`src/rtl/cpu_types_pkg.sv`:
```
// rtl/cpu_types_pkg.sv - shared pipeline control types and the RUN-state priority helper
package cpu_types_pkg;

    localparam int REG_W_DEF = 5;

    typedef logic [REG_W_DEF-1:0] regbits_t;

    typedef enum logic [1:0] {
        RUN    = 2'd0,
        DWAIT  = 2'd1,
        DRAIN  = 2'd2,
        HALTED = 2'd3
    } pipe_state_t;

    typedef struct packed {
        logic pc_en;
        logic ifid_en;
        logic idex_en;
        logic exmem_en;
        logic memwb_en;
        logic ifid_flush;
        logic idex_flush;
        logic exmem_flush;
    } pipe_ctl_t;

    typedef struct packed {
        pipe_ctl_t   ctl;
        pipe_state_t nxt;
    } pipe_step_t;

    localparam pipe_ctl_t CTL_FREEZE  = '0;
    localparam pipe_ctl_t CTL_ADVANCE = '{pc_en: 1'b1, ifid_en: 1'b1, idex_en: 1'b1,
                                          exmem_en: 1'b1, memwb_en: 1'b1, ifid_flush: 1'b0,
                                          idex_flush: 1'b0, exmem_flush: 1'b0};

    // Shared by RUN (once the dmem miss check passes) and by DWAIT on dhit.
    function automatic pipe_step_t run_priority(input logic br_taken, input logic load_use,
                                                input logic halt, input logic ihit);
        pipe_step_t r;
        r.ctl = CTL_ADVANCE;
        r.nxt = RUN;
        if (br_taken) begin
            r.ctl.pc_en      = ihit;
            r.ctl.ifid_flush = 1'b1;
            r.ctl.idex_flush = 1'b1;
        end else if (load_use) begin
            r.ctl.pc_en      = 1'b0;
            r.ctl.ifid_en    = 1'b0;
            r.ctl.idex_flush = 1'b1;
        end else if (halt) begin
            r.ctl.pc_en      = 1'b0;
            r.ctl.ifid_flush = 1'b1;
            r.nxt            = DRAIN;
        end else if (!ihit) begin
            r.ctl.pc_en      = 1'b0;
            r.ctl.ifid_flush = 1'b1;
        end
        return r;
    endfunction

endpackage

```
`src/rtl/hazard_detect.sv`:
```
// rtl/hazard_detect.sv - combinational load-use hazard compare between EX load and ID sources
module hazard_detect #(
    parameter int REG_W = 5
) (
    input  logic             mem_read,
    input  logic [REG_W-1:0] wsel,
    input  logic [REG_W-1:0] rs,
    input  logic [REG_W-1:0] rt,
    input  logic             uses_rt,
    output logic             hazard
);

    // Register 0 is hardwired, so a load targeting it never creates a dependency.
    assign hazard = mem_read && (wsel != '0) &&
                    ((wsel == rs) || (uses_rt && (wsel == rt)));

endmodule

```
`src/rtl/pipeline_ctrl.sv`:
```
// rtl/pipeline_ctrl.sv - stall/flush sequencer, halt drain FSM and stall-cycle counter
module pipeline_ctrl
    import cpu_types_pkg::*;
#(
    parameter int CNT_W = 16,
    parameter int REG_W = 5
) (
    input  logic             CLK,
    input  logic             RST,
    input  logic             ihit,
    input  logic             dhit,
    input  logic             dreq_mem,
    input  logic             memRead_ex,
    input  logic [REG_W-1:0] wsel_ex,
    input  logic [REG_W-1:0] rs_id,
    input  logic [REG_W-1:0] rt_id,
    input  logic             usesRt_id,
    input  logic             brTaken_ex,
    input  logic             halt_id,
    input  logic             halt_wb,
    output logic             pc_en,
    output logic             ifid_en,
    output logic             idex_en,
    output logic             exmem_en,
    output logic             memwb_en,
    output logic             ifid_flush,
    output logic             idex_flush,
    output logic             exmem_flush,
    output logic             halted,
    output logic [CNT_W-1:0] stall_cnt
);

    pipe_state_t state;
    pipe_state_t next_state;
    pipe_ctl_t   ctl;
    pipe_step_t  run_step;
    logic        load_use;

    hazard_detect #(.REG_W(REG_W)) u_hazard (
        .mem_read (memRead_ex),
        .wsel     (wsel_ex),
        .rs       (rs_id),
        .rt       (rt_id),
        .uses_rt  (usesRt_id),
        .hazard   (load_use)
    );

    assign run_step = run_priority(brTaken_ex, load_use, halt_id, ihit);

    always_comb begin
        ctl        = CTL_FREEZE;
        next_state = state;
        unique case (state)
            RUN: begin
                if (dreq_mem && !dhit) begin
                    next_state = DWAIT;
                end else begin
                    ctl        = run_step.ctl;
                    next_state = run_step.nxt;
                end
            end
            DWAIT: begin
                if (dhit) begin
                    ctl        = run_step.ctl;
                    next_state = run_step.nxt;
                end
            end
            DRAIN: begin
                // IF_ID keeps receiving bubbles while the halt walks toward WB.
                ctl            = CTL_ADVANCE;
                ctl.pc_en      = 1'b0;
                ctl.ifid_flush = 1'b1;
                if (dreq_mem && !dhit) begin
                    ctl.ifid_en  = 1'b0;
                    ctl.idex_en  = 1'b0;
                    ctl.exmem_en = 1'b0;
                    ctl.memwb_en = 1'b0;
                end else if (brTaken_ex) begin
                    ctl.pc_en      = ihit;
                    ctl.idex_flush = 1'b1;
                    next_state     = RUN;
                end else if (halt_wb) begin
                    next_state = HALTED;
                end
            end
            HALTED: begin
                ctl = CTL_FREEZE;
            end
            default: begin
                ctl        = CTL_FREEZE;
                next_state = RUN;
            end
        endcase
    end

    assign pc_en       = ctl.pc_en;
    assign ifid_en     = ctl.ifid_en;
    assign idex_en     = ctl.idex_en;
    assign exmem_en    = ctl.exmem_en;
    assign memwb_en    = ctl.memwb_en;
    assign ifid_flush  = ctl.ifid_flush;
    assign idex_flush  = ctl.idex_flush;
    assign exmem_flush = ctl.exmem_flush;

    always_ff @(posedge CLK) begin
        if (RST) begin
            state     <= RUN;
            halted    <= 1'b0;
            stall_cnt <= '0;
        end else begin
            state  <= next_state;
            halted <= (next_state == HALTED);
            if (!ctl.pc_en && (state != HALTED) && (stall_cnt != '1)) begin
                stall_cnt <= stall_cnt + 1'b1;
            end
        end
    end

endmodule

```
`config.mk`:
```
export PLATFORM = sky130hd
export DESIGN_NAME = pipeline_ctrl
export DESIGN_NICKNAME = d
export VERILOG_FILES = /design/src/rtl/cpu_types_pkg.sv /design/src/rtl/hazard_detect.sv /design/src/rtl/pipeline_ctrl.sv
export SDC_FILE = /design/constraint.sdc
export NUM_CORES = 1
export LEC_CHECK = 0
export ABC_AREA = 1
export CORE_UTILIZATION = 35
export DETAILED_ROUTE_END_ITERATION = 16
export GPL_ROUTABILITY_DRIVEN = 0
export PLACE_DENSITY = 0.66
export SLEW_MARGIN = 20
export SYNTH_ARGS = -nofsm -noshare
export SYNTH_HDL_FRONTEND = slang
export SYNTH_HIERARCHICAL = 1
export SYNTH_SLANG_ARGS = --single-unit
```
`constraint.sdc`:
```
create_clock -name CLK -period 1.99 [get_ports CLK]
set_input_delay 0.4975 -clock CLK [delete_from_list [all_inputs] [get_ports CLK]]
set_output_delay 0.4975 -clock CLK [all_outputs]
set_load 0.03 [all_outputs]
```
# --- Word level (Yosys, flattened, before mapping) ---
# Index checks and enable logic that the tools add are counted.
op_classes:
  mux: 28
  addsub: 1
  reduce_logical: 11
  eq_ne: 8
ops:
  columns: ["cell", "count"]
  rows:
  - ["case mux 8 bit (4 select lines)", 1]
  - ["2-to-1 mux 2 bit", 9]
  - ["adder 16 x 1 -> 16 bit, second input constant", 1]
  - ["2-to-1 mux 8 bit", 2]
  - ["!= test 16 bit, second input constant", 1]
  - ["2-to-1 mux 1 bit", 14]
  - ["equality test 5 bit", 2]
  - ["equality test 2 bit, second input constant", 3]
  - ["logical AND 1 bit", 6]
  - ["case mux 2 bit (3 select lines)", 1]
  - ["nonzero test 5 bit", 1]
  - ["2-to-1 mux 4 bit", 1]
  - ["equality test 2 x 1 -> 1 bit, second input constant", 1]
  - ["logical NOT 1 bit", 2]
  - ["logical NOT 2 bit", 1]
  - ["!= test 2 bit, second input constant", 1]
  - ["logical OR 1 bit", 1]
totals:
  wordCells: 51
  register_bits: 19
  out_inout_bits: 25

# --- Longest topological paths before layout ---
logic_depth:
  word_depth: 11
  mapped_depth: 15

# --- Hierarchy ---
# The synthesis kept the hierarchy.
by_module_without_submodules:
  columns: ["module", "cells_per_inst", "instances", "area_per_inst_um2"]
  rows:
  - ["pipeline_ctrl", 214, 1, 1413.9]
  - ["hazard_detect", 52, 1, 206.4]

# --- Worst setup path after synthesis ---
# No wires, ideal clock.
synth_path:
  kind: "in2out"
  from: "input port wsel_ex[3]"
  to: "output port idex_flush"
  required_ns: 1.492
  arrival_time_ns: 1.748
  path_slack_ns: -0.256
  path_buffers: 0
  stages: 8
  cell_sequence: "inv_1 > nand2_1 > nand2_1 > nor2_1 > nand3_1 > a21oi_1 > nor2_2 > o21ai_0"
synth_between:
  elab_chain_cells: 8
  elab_cells_between_ends: 12
  cone_classes: "2 x eq/ne; 5 x mux; 5 x reduce/logical"
synth_rtl:
  columns: ["item", "line", "text"]
  rows:
  - ["start: declaration", "pipeline_ctrl.sv:14", "input logic [REG_W-1:0] wsel_ex,"]
  - ["equality test 5 bit", "hazard_detect.sv:15", "((wsel == rs) || (uses_rt && (wsel == rt)));"]
  - ["logical AND 1 bit", "hazard_detect.sv:15", null]
  - ["logical OR 1 bit", "hazard_detect.sv:15", null]
  - ["logical AND 1 bit *", "hazard_detect.sv:14", "assign hazard = mem_read && (wsel != '0) &&"]
  - ["named net load_use", "pipeline_ctrl.sv:37", "logic load_use;"]
  - ["2-to-1 mux 1 bit *", "cpu_types_pkg.sv:46", "end else if (load_use) begin"]
  - ["2-to-1 mux 2 bit *", "cpu_types_pkg.sv:42", "if (br_taken) begin"]
  - ["2-to-1 mux 8 bit, on equally long branches", "pipeline_ctrl.sv:63, pipeline_ctrl.sv:55", null]
  - ["case mux 8 bit (4 select lines) *", "pipeline_ctrl.sv:53", "unique case (state)"]
  - ["end: declaration", "pipeline_ctrl.sv:27", "output logic idex_flush,"]
# Mark *: on every way through the listed nets, which the timed path passes. The rest lies on a longest branch.

# --- Worst setup path after layout ---
layout_path:
  from: "input port wsel_ex[1]"
  to: "output port idex_flush"
# Same word-level chain as after synthesis.

==> results.yml <==
yosys:
  yosys.area_share.adder: 0.00772
  synth_top_family_by_area: "simple AND/OR/NAND/NOR gates"
  ys_warn_count: 6
  synthSimpleGateAreaFrac: 0.469
  synthXorXnorAreaFrac: 0.0486
  syn-num-nets: 292
  muxShareOfSynthArea: 0
  seq_area_frac_synth: 0.235
  synth.distinct_cells: 27
  synth.avg_cell_area_sq_um: 6.09
  ys_seq_elements: 19
  synth-compound-area-share: 0.103
  synth_top_area_cell: "dfxtp_1"
  syn-cell-area_sq_mm: 0.00162
  synthCells: 266
  yosys-top-cells-area: "dfxtp_1 23%, nand2_1 18%, inv_1 7.9%, nand3_1 7.4%, nor2_1 7.2%"
  netlist.area_leader.share: 0.235
layout:
  final_cell_mix: "71 x nand2_1, 29 x inv_1, 24 x nor2_1, 24 x buf_4, 22 x clkdlybuf4s50_1"
  multi_input_area_sq_mm: 0.00116
  final_area_sq_mm: 0.00244
  layout-drive-gt1-share: 0.352
  nFillCells: 445
  area.sequential_sq_um: 380
  final_common_cell: "nand2_1"
  syn_to_final_growth_pct: 50.5
  nets: 362
  n_antenna_cell: 0
setup_path:
  crit_chain: "buf_8 > inv_2 > nand2_1 > nand2_1 > nor2_2 > nand3_1 > a21oi_2 > buf_4 > nor2_4 > nor2_2 > a21oi_2 > o21ai_4 > buf_6"
  cp-end-kind: "output pin"
  worstPathMaxFanout: 4
  startpoint_type: "input port"
  cp_slowest_cell: "a21oi_2"
  critPathLaunch: "wsel_ex[1]"
  cp.arrival_ns: 1.68
  path_buf_inv: 4
  rr_startpoint: "stall_cnt[1]$_SDFFE_PP0P_"
  crit_type: "in -> out"
  slowest_delay_ns: 0.15
  worstPathRequired_ns: 1.49
  cpLargestDelayFamily: "simple AND/OR/NAND/NOR gates"
pwr:
  power.density_mw_per_mm2: 446
  p_leak_uw: 0.00108
  share_comb_of_total_power: 0.378
  power_switching_share: 0.343
  pwr-share-seq: 0.373
  p_sw_uw: 373
  p_int_uw: 715
  worst_ir_drop_vdd_mv: 0.278
  power_frac_clock: 0.249
global_routing:
  grt_overflow: 0
  grt_max_degree: 12
  first_global_vias: 1637
  antenna_found_initial: 0
  grt_pass1_wl_um: 7120
  grt_usage: 0.177
cts:
  clk_path_buf_depth: 2
  htreeDepth: 1
  cts_buffers: 3
  cts_sinks: 19
  clkLatencyLatePin_ns: 0.26
  cts_tree: "yes"
  cts.clk_slew.worst_paths_ns: 0.07
  root_buffer: "clkbuf_8"
sta:
  setup_viol_count_final: 4
  hold_viol_final: 0
  worst_hold_slack_ns: 0.528
  min_period_ns: 2.17
  fmax_mhz: 460
  period_share: 1.09
  slew_violations: 0
  worst_slack_ns: -0.184
  rsz0062_at_grt: "yes"
  final.setup_skew_ns: 0.00218
run:
  drv_cap: 0
routing:
  vias: 1814
  final_antenna_net_count: 0
  wl_per_cell_um: 10.8
  routed_wl_um: 4200
  drc: 0
  dr.pass1.iters: 4
  drtIter0Drc: 71
  vias_per_cell: 4.69
place:
  io_buffers: 48
  dp.final_hpwl_um: 3120
  placed_cell_area_sq_mm: 0.00224
die:
  placementRows: 24
  start_util: 0.367
  dieArea_sq_mm: 0.00491
  io_pins: 50
  die_x_um: 70.0
  core_sq_mm: 0.00441
  fp.dieH_um: 70.0
status:
  status: "complete, but fails checks"
  violations: "setup timing"
min_path:
  min_from: "stall_cnt[15]$_SDFFE_PP0P_"
  min_path_type: "reg -> reg"
==> power groups by stage <==
stage          logic (uW)  registers [uW]  clock network, uW
2_1_floorplan         193             430                  0
6_report              412             406                271
4_1_cts               383             406                279
5_1_grt               446             408                304
3_3_place_gp          361             414                  0
3_5_place_dp          362             414                  0
==> worst reg2reg max path, delay by kind of cell, from the launching register on <==
kind	cells	cell delay, ns
adder cells (fa/ha/maj)	1	0.29
buffers and inverters	1	0.13
flip-flops	1	0.41
AND/OR/NAND/NOR	7	0.74
==> per-layer routing <==
| layer | routed length (um) | part of all wire | up-vias | track usage |
|---|---|---|---|---|
| met5 | 0 | 0 | - | 0 |
| met4 | 27 | 0.0064 | 0 | 0.0356 |
| met2 | 2000 | 0.48 | 35 | 0.294 |
| met3 | 137 | 0.033 | 5 | 0.0404 |
| met1 | 2030 | 0.48 | 809 | 0.235 |
| li1 | - | - | 965 | - |
==> layout make-up <==
type                            instances  area share
Sequential cell                        19       0.156
Multi-Input combinational cell        199       0.474
Inverter                               43      0.0682
Clock buffer                            3      0.0169
Clock inverter                          1     0.00205
Timing Repair Buffer                   70       0.256
Tap cell                               52      0.0267
==> registers in the layout, indices dropped and copies added, names as in the netlist <==
signal / count
halted: 1
state: 2
stall_cnt: 16
==> repair_timing <==
action | 4_1_cts | 5_1_grt
endpoints found under the setup margin | 23 | 20
hold buffers | 0 | 0
endpoints found under the hold margin | 0 | 0
buffers inserted | 3 | 1
gates cloned | 1 | 1
pin swaps | 36 | 27
resized for setup | 103 | 23
==> logic make-up (layout without fill, tap and decap cells) <==
| family | Yosys count | after routing |
|---|---|---|
| DFF | 19 | 19 |
| buffers and inverters | 50 | 117 |
| adders and majority gates | 1 | 1 |
| and+or+nand+nor | 160 | 162 |
| xor gates and xnor gates | 9 | 9 |
| other | 1 | 1 |
| AOI/OAI and AO/OA | 26 | 26 |
==> synth_stat cells (all sizes together) <==
library cell	count
nor2	40
xor2	3
nand2	87
nand3	27
ha	1
clkinv	1
dfxtp	19
o21ai	10
conb	1
inv	42
nor3	1
nand4	5
buf	7
xnor2	6
a21oi	16
==> stage by stage <==
step                      utilization  cells  power, uW  TNS, ns  setup slack (ns)
after floorplan                     -    266        623  -0.0252           -0.0252
after global placement          0.509    379        775   -13.32            -0.930
after detailed placement        0.509    379        776   -13.68            -0.963
after CTS                       0.533    387       1070   -0.548            -0.203
after global routing            0.552    387       1160   -0.869            -0.260
final                           0.552    387       1090   -0.512            -0.184
==> path summary, 6_finish.rpt <==
kind                                     end  slack [ns]  cells after the start
setup / recovery                  idex_flush       -0.18                     13
hold / removal    stall_cnt[15]$_SDFFE_PP0P_        0.53                      2
setup reg to reg   stall_cnt[0]$_SDFFE_PP0P_        0.33                      9
hold reg to reg   stall_cnt[15]$_SDFFE_PP0P_        0.53                      2
No activity file was read; power rests on OpenSTA's default activity.
